**config.mk**
```make
export PLATFORM = sky130hd
export DESIGN_NAME = led_blink_ctrl
export DESIGN_NICKNAME = d
export VERILOG_FILES = /design/src/rtl/led_blink_ctrl_pkg.sv /design/src/rtl/led_blink_ctrl_debounce.sv /design/src/rtl/led_blink_ctrl.sv
export SDC_FILE = /design/constraint.sdc
export NUM_CORES = 1
export LEC_CHECK = 0
export CORE_UTILIZATION = 60
export CTS_BUF_LIST = sky130_fd_sc_hd__clkbuf_8 sky130_fd_sc_hd__clkbuf_16
export DETAILED_ROUTE_END_ITERATION = 10
export GPL_ROUTABILITY_DRIVEN = 0
export MAX_ROUTING_LAYER = met4
export PLACE_DENSITY = 0.87
export SLEW_MARGIN = 25
export SYNTH_ARGS = -nofsm -noshare
export SYNTH_HDL_FRONTEND = slang
export SYNTH_SLANG_ARGS = --single-unit
```
**constraint.sdc**
```tcl
create_clock -name clk -period 3.44 [get_ports clk]
set_input_delay 0.344 -clock clk [delete_from_list [all_inputs] [get_ports clk]]
set_output_delay 0.344 -clock clk [all_outputs]
set_load 0.1 [all_outputs]
```
**src/rtl/led_blink_ctrl_pkg.sv**
```systemverilog
// Shared definitions for the LED blink controller: mode encodings, blank polarity
// and the mode-sequencing helpers used by the top level.
package led_blink_ctrl_pkg;

    typedef enum logic [1:0] {
        MODE_SHOW  = 2'd0,
        MODE_BLINK = 2'd1,
        MODE_OFF   = 2'd2,
        MODE_FAST  = 2'd3
    } mode_e;

    // Polarity of the decoder select input, shared with the display decoder.
    localparam logic BLANK_ON  = 1'b1;
    localparam logic BLANK_OFF = 1'b0;

    // Mode following m on an accepted press; FAST only exists in the fast-blink build.
    function automatic mode_e next_mode(input mode_e m, input bit fast_en);
        mode_e n;
        case (m)
            MODE_SHOW:  n = MODE_BLINK;
            MODE_BLINK: n = fast_en ? MODE_FAST : MODE_OFF;
            MODE_OFF:   n = MODE_SHOW;
            MODE_FAST:  n = fast_en ? MODE_OFF : MODE_SHOW;
            default:    n = MODE_SHOW;
        endcase
        return n;
    endfunction

    // Fast half-period is a quarter of the slow one, never below one cycle.
    function automatic logic [15:0] fast_half(input logic [15:0] hp);
        return ((hp >> 2) == 16'd0) ? 16'd1 : (hp >> 2);
    endfunction

endpackage

```
**src/rtl/led_blink_ctrl_debounce.sv**
```systemverilog
// Push-button front end: 2-FF synchroniser, stability counter and registered
// rising-edge detect of the debounced level.
module btn_debounce #(
    parameter logic [15:0] DEBOUNCE_CYCLES = 16'd1000,
    parameter int          CNT_W           = 16
) (
    input  logic clk,
    input  logic rst_n,
    input  logic btn,
    output logic btn_db,
    output logic rise
);

    localparam logic [CNT_W-1:0] DB_LAST = CNT_W'(DEBOUNCE_CYCLES - 16'd1);
    localparam logic [CNT_W-1:0] CNT_ONE = CNT_W'(1);

    logic [1:0]       sync_q;
    logic [CNT_W-1:0] cnt_q;
    logic             db_q;
    logic             db_prev_q;
    logic             rise_q;

    // NOTE: the synchroniser flops are reset as well so the first post-reset
    // comparison against db_q never sees X; non-blocking assignments keep every
    // flop in this block sampling the pre-edge value of its neighbours.
    always_ff @(posedge clk or negedge rst_n) begin
        if (!rst_n) begin
            sync_q    <= 2'b00;
            cnt_q     <= '0;
            db_q      <= 1'b0;
            db_prev_q <= 1'b0;
            rise_q    <= 1'b0;
        end else begin
            sync_q <= {sync_q[0], btn};
            if (sync_q[1] != db_q) begin
                if (cnt_q == DB_LAST) begin
                    db_q  <= sync_q[1];
                    cnt_q <= '0;
                end else begin
                    cnt_q <= cnt_q + CNT_ONE;
                end
            end else begin
                cnt_q <= '0;
            end
            // Edge is taken one stage after acceptance so the pulse is fully registered.
            db_prev_q <= db_q;
            rise_q    <= db_q & ~db_prev_q;
        end
    end

    assign btn_db = db_q;
    assign rise   = rise_q;

endmodule

```
**src/rtl/led_blink_ctrl.sv**
```systemverilog
// Display-mode controller feeding the LED decoder select: SHOW / BLINK / OFF stepped by
// debounced presses. Define LED_FAST_BLINK_EN to add the FAST blink mode after BLINK.
module led_blink_ctrl
    import led_blink_ctrl_pkg::*;
#(
    parameter logic [15:0] HALF_PERIOD     = 16'd25000,
    parameter logic [15:0] DEBOUNCE_CYCLES = 16'd1000,
    parameter int          CNT_W           = 16
) (
    input  logic       clk,
    input  logic       rst_n,
    input  logic       btn,
    input  logic       en,
    output logic       blank,
    output logic [1:0] mode,
    output logic       press
);

`ifdef LED_FAST_BLINK_EN
    localparam bit FAST_EN = 1'b1;
`else
    localparam bit FAST_EN = 1'b0;
`endif

    localparam logic [CNT_W-1:0] SLOW_LAST = CNT_W'(HALF_PERIOD - 16'd1);
    localparam logic [CNT_W-1:0] FAST_LAST = CNT_W'(fast_half(HALF_PERIOD) - 16'd1);
    localparam logic [CNT_W-1:0] CNT_ONE   = CNT_W'(1);

    logic btn_db;
    logic rise;

    btn_debounce #(
        .DEBOUNCE_CYCLES (DEBOUNCE_CYCLES),
        .CNT_W           (CNT_W)
    ) u_debounce (
        .clk    (clk),
        .rst_n  (rst_n),
        .btn    (btn),
        .btn_db (btn_db),
        .rise   (rise)
    );

    // The debounced level is only needed by the edge detect inside the debouncer.
    logic unused_btn_db;
    assign unused_btn_db = btn_db;

    mode_e            mode_q, mode_d;
    logic [CNT_W-1:0] cnt_q, cnt_d;
    logic             tgl_q, tgl_d;
    logic             blank_q, blank_d;

    logic             blinking;
    logic             illegal;
    logic [CNT_W-1:0] cnt_last;

    assign blinking = (mode_q == MODE_BLINK) || (FAST_EN && (mode_q == MODE_FAST));
    assign illegal  = !FAST_EN && (mode_q == MODE_FAST);
    assign cnt_last = (mode_q == MODE_FAST) ? FAST_LAST : SLOW_LAST;

    // NOTE: every _d gets a default first so no path through this block infers a latch.
    always_comb begin
        mode_d  = mode_q;
        cnt_d   = cnt_q;
        tgl_d   = tgl_q;
        blank_d = BLANK_ON;

        if (en) begin
            // blank follows the state held before this edge, so it lags a mode change by one cycle.
            case (mode_q)
                MODE_SHOW:  blank_d = BLANK_OFF;
                MODE_OFF:   blank_d = BLANK_ON;
                MODE_BLINK: blank_d = tgl_q ? BLANK_ON : BLANK_OFF;
                MODE_FAST:  blank_d = (FAST_EN && tgl_q) ? BLANK_ON : BLANK_OFF;
                default:    blank_d = BLANK_OFF;
            endcase

            if (illegal) begin
                mode_d = MODE_SHOW;
                cnt_d  = '0;
                tgl_d  = 1'b0;
            end else if (rise) begin
                // A press on the wrap cycle wins: new state, cleared counter, no toggle.
                mode_d = next_mode(mode_q, FAST_EN);
                cnt_d  = '0;
                tgl_d  = 1'b0;
            end else if (blinking) begin
                if (cnt_q == cnt_last) begin
                    cnt_d = '0;
                    tgl_d = ~tgl_q;
                end else begin
                    cnt_d = cnt_q + CNT_ONE;
                end
            end
        end
    end

    always_ff @(posedge clk or negedge rst_n) begin
        if (!rst_n) begin
            mode_q  <= MODE_SHOW;
            cnt_q   <= '0;
            tgl_q   <= 1'b0;
            blank_q <= BLANK_OFF;
        end else begin
            mode_q  <= mode_d;
            cnt_q   <= cnt_d;
            tgl_q   <= tgl_d;
            blank_q <= blank_d;
        end
    end

    assign blank = blank_q;
    assign mode  = mode_q;
    assign press = rise;

endmodule

```
==> flow_summary.ini, run 1 <==
[critical_path]
endpoint_kind = flip-flop
max_stage_delay_ps = 530
slowest_stage = o41ai_4
worstPathCellList = ha_1, nor4bb_1, a31oi_1, o41ai_4, and2_4, o21ai_0
startpoint_type = flip-flop
cp_top_family = compound AO/OA/AOI/OAI gates
worstSetupPathType = flip-flop to flip-flop
worst-path-buf-inv = 0
arrival_ps = 2480
crit_fanout = 11
cp.required_ps = 3620

[global_routing]
grt_usage_pct = 25.1
grt_pass1_vias = 1484
antenna_found_initial = 0
grt_pass1_wl_um = 6410
grt_max_degree = 42
grt.overflow.total = 0

[power]
pwr-share-comb_pct = 3.0
vdd_drop_max_mv = 0.335
power_density_mw_per_mm2 = 402
p_switching_mw = 0.194
swShare_pct = 21.0
power.internal_mw = 0.729
p_clk_share_pct = 44.0
leakage_nw = 1.06
seqPwrFrac_pct = 53.0

[final_layout]
fin_area_mm2 = 0.00230
fillers = 255
finalNonFillerCells = 254
diodes = 0
drive_gt1_share_pct = 14.4
syn2layout_area_growth_pct = 9.62
nets = 216

[logic_synthesis]
syn-num-nets = 206
yosysSeqAreaShare_pct = 49.0
ys_ff_latch = 41
yosys.area.top_type = dfrtp_1
avgSynthCellArea_um2 = 10.6
synth.area.top_cells = dfrtp_1, xor2_1, nor2_1, nand3_1, ha_1
async_reset_ff_share_pct = 100
synthMuxAreaShare_pct = 2.75
yosys.area_share.simple_pct = 26.2
syn_area_mm2 = 0.00209
synth-main-ff-cell = dfrtp_1
yosysTopAreaCellShare_pct = 49.0
synth_fa_ha_area_share_pct = 2.99
synth_compound_area_share_pct = 6.33
yosysMostFrequentCell = dfrtp_1
syn_inst = 197
yosysWarnings = 0
synth_cell_types = 42
synth_top_family_by_area = simple AND/OR/NAND/NOR gates
synthXorXnorAreaFrac_pct = 10.0
synth_common_cells = dfrtp_1, nor2_1, xor2_1
synth_edf_count = 0

[sta]
min_period_over_period_pct = 66.7
rsz0062_at_grt = false
finalSetupTns_ps = 0
slew_headroom_pct = 34.3
setup_viol = 0
tightest_slew_ps = 982
fin_crit_ps = 2300
drv_slew = 0
hold_viol_final = 0
timing.hold.ws_ps = 147
fmax_mhz = 436
finalClockSkew_ps = 5.29

[placement]
dpl_cell_area_mm2 = 0.00218
dp_hpwl_um = 2810
dpl.cell_count = 246
numPortBuffers = 7

[cts]
clkLatencyLatePin_ps = 300
cts_tree = done
cts_resized = 0
cts_buffer_depth = 2
cts_buffers = 5
cts-root-buf = clkbuf_8
clock-sinks = 41
clk_pin_slew_ps = 80
h-tree-depth = 2
postCtsHoldBufs = 0
cts_setup_buffers = 0

[route]
firstDrtPassIters = 4
drtIter0Drc = 65
wl_per_cell_um = 15.2
vias_per_cell = 5.85
vias = 1486
wirelength_um = 3860
drtAntennaViolNets = 0
drc = 0

[run]
maxCapViolCount = 0

[min_path]
worstHoldPathType = input pin to asynchronous set/reset pin

[status]
run_status = finished clean

[floorplan]
dieArea_mm2 = 0.00373
io_pins = 8
rows = 21
dieWidth_um = 61.1
core_area_mm2 = 0.00334
initial_core_util_pct = 62.8
chipHeight_um = 61.1
-- placed cells by master (no fill, tap or decap), drive strengths merged, types with 3 or more instances in the layout --
cell type and instances:
dfrtp 41, nand2 14, nand3 14, clkbuf 6
ha 5, nand4 4, mux2 3, nor2 32
clkdlybuf4s50 6, nor4 4, xor2 19, and3 9
xnor2 5, a21o 3, inv 4, nor4b 4
o21ai 6
-- registers in the layout, indices dropped and copies added, names as in the netlist --
name / flops
u_debounce.db_prev_q: 1
mode: 2
blank: 1
u_debounce.rise: 1
u_debounce.btn_db: 1
u_debounce.sync_q: 2
cnt_q: 16
u_debounce.cnt_q: 16
tgl_q: 1
-- power by group through the flow --
stage          clock, mW  combinational [mW]  sequential [mW]
3_3_place_gp           0              0.0270            0.498
2_1_floorplan          0             0.00876            0.503
5_1_grt            0.432              0.0313            0.490
4_1_cts            0.410              0.0288            0.489
3_5_place_dp           0              0.0291            0.499
6_report           0.406              0.0276            0.490
-- stage by stage --
stage | utilization [%] | total power, mW | worst slack (ps)
after floorplan | - | 0.511 | 803
after global placement | 65.2 | 0.525 | 1270
after detailed placement | 65.2 | 0.528 | 1170
after CTS | 68.8 | 0.928 | 1160
after global routing | 68.8 | 0.954 | 958
final | 68.8 | 0.923 | 1140
-- cells by family (layout without fill, tap and decap cells) --
logic type      after synthesis  count (layout)
simple gates                 97              97
flops                        41              41
xor+xnor                     24              24
compound gates               17              17
buf+inv                       8              19
fa+ha+maj                     5               5
mux                           5               5
-- metal layers --
metal | global-route usage, % | wire length [µm] | up-vias
li1 | - | - | 704
met1 | 26.8 | 1640 | 726
met2 | 45.2 | 1990 | 44
met3 | 5.67 | 152 | 12
met4 | 9.42 | 87 | 0
met5 | - | 0 | -
-- cell type report --
type                    instances  area [µm²]  area share, %
multi-input cells             148        1010           44.1
well taps                      46        57.6           2.51
clock buffers                   6        82.6           3.60
repair buffers                  7        65.1           2.83
flip-flops and latches         41        1030           44.7
clock inverters                 2        37.5           1.63
inverters                       4        15.0          0.654
-- worst paths after layout --
kind	from	endpoint	slack (ps)	cells past startpoint
setup / recovery	mode[0]	tgl_q	1140	6
hold / removal	rst_n	cnt_q[1]	150	1
setup reg to reg	mode[0]	tgl_q	1140	6
hold reg to reg	u_debounce.sync_q[0]	u_debounce.sync_q[1]	380	0
max in group asynchronous	rst_n	u_debounce.cnt_q[10]	2760	1
min in group clk	u_debounce.sync_q[0]	u_debounce.sync_q[1]	380	0
Power figures use the tool's default switching activity.
==> run 2: changes to the inputs <==
clock period = 2.37 ns   (was 3.44 ns; I/O delays follow)
==> run 2 against run 1 <==
Effect of this change:
- sequential share of layout area shrank 0.061 points
- global-route usage up 1.3 points
- first-iteration DRC count up 83%
- routed wire length increased by 2.7%
- clock skew is 4.8 ps higher
- critical path depth stayed put
==> flow_summary.ini, run 2 (same netlist as run 1, synthesis figures left out) <==
[placement]
dpl.cell_count = 249
numPortBuffers = 7
dp_hpwl_um = 2900
place_ws_ps = 37.0
dpl_cell_area_mm2 = 0.00219

[route]
vias_per_cell = 5.89
wirelength_um = 3970
drtIter0Drc = 119
vias = 1515
wl_per_cell_um = 15.4
firstDrtPassIters = 5
drc = 0
drtAntennaViolNets = 0

[cts]
cts_buffers = 5
clock-sinks = 41
clkLatencyLatePin_ps = 300
h-tree-depth = 2
cts-root-buf = clkbuf_8
cts_setup_buffers = 0
clk_pin_slew_ps = 80
cts_buffer_depth = 2
cts_tree = done

[sta]
setup_viol = 0
timing.hold.ws_ps = 34.6
hold_viol_final = 0
finalClockSkew_ps = 10.1
slew_headroom_pct = 43.0
tightest_slew_ps = 856
min_period_over_period_pct = 94.3
fmax_mhz = 447
fin_crit_ps = 2240
finalSetupTns_ps = 0
drv_slew = 0
fin_ws_ps = 134
rsz0062_at_grt = false

[critical_path]
worst-path-buf-inv = 0
crit_fanout = 11
r2r_setup_slack_ps = 130
startpoint_type = flip-flop
worstPathCellList = ha_2, nor4bb_1, a31oi_1, o41ai_4, and2_4, o21ai_0
endpoint_kind = flip-flop
cp.required_ps = 2560
slowest_stage = o41ai_4
regToRegStartpoint = mode[0]
arrival_ps = 2430
r2r_end = tgl_q
max_stage_delay_ps = 550
worstSetupPathType = flip-flop to flip-flop
cp_top_family = compound AO/OA/AOI/OAI gates
r2r_cells = 6

[final_layout]
layout_common_cells = dfrtp_1, nor2_1, xor2_1
diodes = 0
mostFrequentLayoutCell = dfrtp_1
largestRegisters = cnt_q: 16 flops, u_debounce.cnt_q: 16 flops
register_area_mm2 = 0.00103
fillers = 264
multi_input_area_mm2 = 0.00101
finalNonFillerCells = 257
fin_area_mm2 = 0.00230
nets = 219
drive_gt1_share_pct = 18.5
syn2layout_area_growth_pct = 10.0

[global_routing]
grt_pass1_vias = 1560
antenna_found_initial = 0
grt_usage_pct = 26.5
grt_max_degree = 42
grt.overflow.total = 0
grt_pass1_wl_um = 6720

[power]
vdd_drop_max_mv = 0.443
p_switching_mw = 0.279
power_density_mw_per_mm2 = 567
power.internal_mw = 1.03
p_clk_share_pct = 42.6
leakage_nw = 1.08
pwr-share-comb_pct = 3.0
seqPwrFrac_pct = 54.4
swShare_pct = 21.3

[floorplan]
rows = 21
io_pins = 8
core_area_mm2 = 0.00334
chipHeight_um = 61.1
initial_core_util_pct = 62.8
dieWidth_um = 61.1
dieArea_mm2 = 0.00373

[min_path]
worstHoldPathType = input pin to asynchronous set/reset pin

[run]
maxCapViolCount = 0

[status]
run_status = finished clean
-- run 2: metal layers --
metal,vias to the layer above,global-route usage [%],share of wire [%]
met1,753,26.8,38
li1,714,-,-
met2,36,48.1,56
met3,12,5.67,3.7
met5,-,-,0
met4,0,12.7,2.6
-- run 2: layout make-up --
type / instances / share of cell area [%]
Clock buffer: 5 / 2.99
Tap cell: 46 / 2.50
Inverter: 4 / 0.651
Clock inverter: 3 / 1.85
Timing Repair Buffer: 10 / 3.37
Sequential cell: 41 / 44.6
Multi-Input combinational cell: 148 / 44.0
-- run 2: worst register-to-register path: stages (launching register included) --
cell      delay (ps)
dfrtp_2          400
ha_2             320
nor4bb_1         270
a31oi_1          140
o41ai_4          550
and2_4           350
o21ai_0          100
-- run 2: power by group through the flow --
stage	Clock [mW]	Combinational (mW)	Sequential (mW)
final	0.557	0.0390	0.710
after detailed placement	0	0.0402	0.724
after global routing	0.590	0.0444	0.711
after CTS	0.566	0.0403	0.710
after global placement	0	0.0387	0.723
after floorplan	0	0.0127	0.730
-- run 2: repair_timing --
action | CTS | global route
gates resized for setup | 0 | 1
endpoints found under the hold margin | 0 | 0
hold buffers | 0 | 0
setup endpoints to repair | 0 | 13
-- run 2: how the worst max path moves through the flow --
stage	end	cells after the start	startpoint
final	tgl_q	6	mode[0]
after CTS	tgl_q	6	mode[0]
after detailed placement	tgl_q	6	mode[0]
after floorplan	cnt_q[8]	8	mode[0]
after global routing	tgl_q	6	mode[0]
after global placement	tgl_q	6	mode[0]
-- run 2: per-stage QoR --
| stage | power (mW) | utilization [%] |
|---|---|---|
| 2_1_floorplan | 0.742 | - |
| 3_3_place_gp | 0.762 | 65.7 |
| 3_5_place_dp | 0.764 | 65.7 |
| 4_1_cts | 1.32 | 69.0 |
| 5_1_grt | 1.35 | 69.1 |
| 6_report | 1.31 | 69.1 |
==> run 3: changes to the inputs <==
TNS_END_PERCENT = 50   (was default)
==> results of run 3 <==
Same layout as run 2: the final DEF is identical, and so are final timing and power.
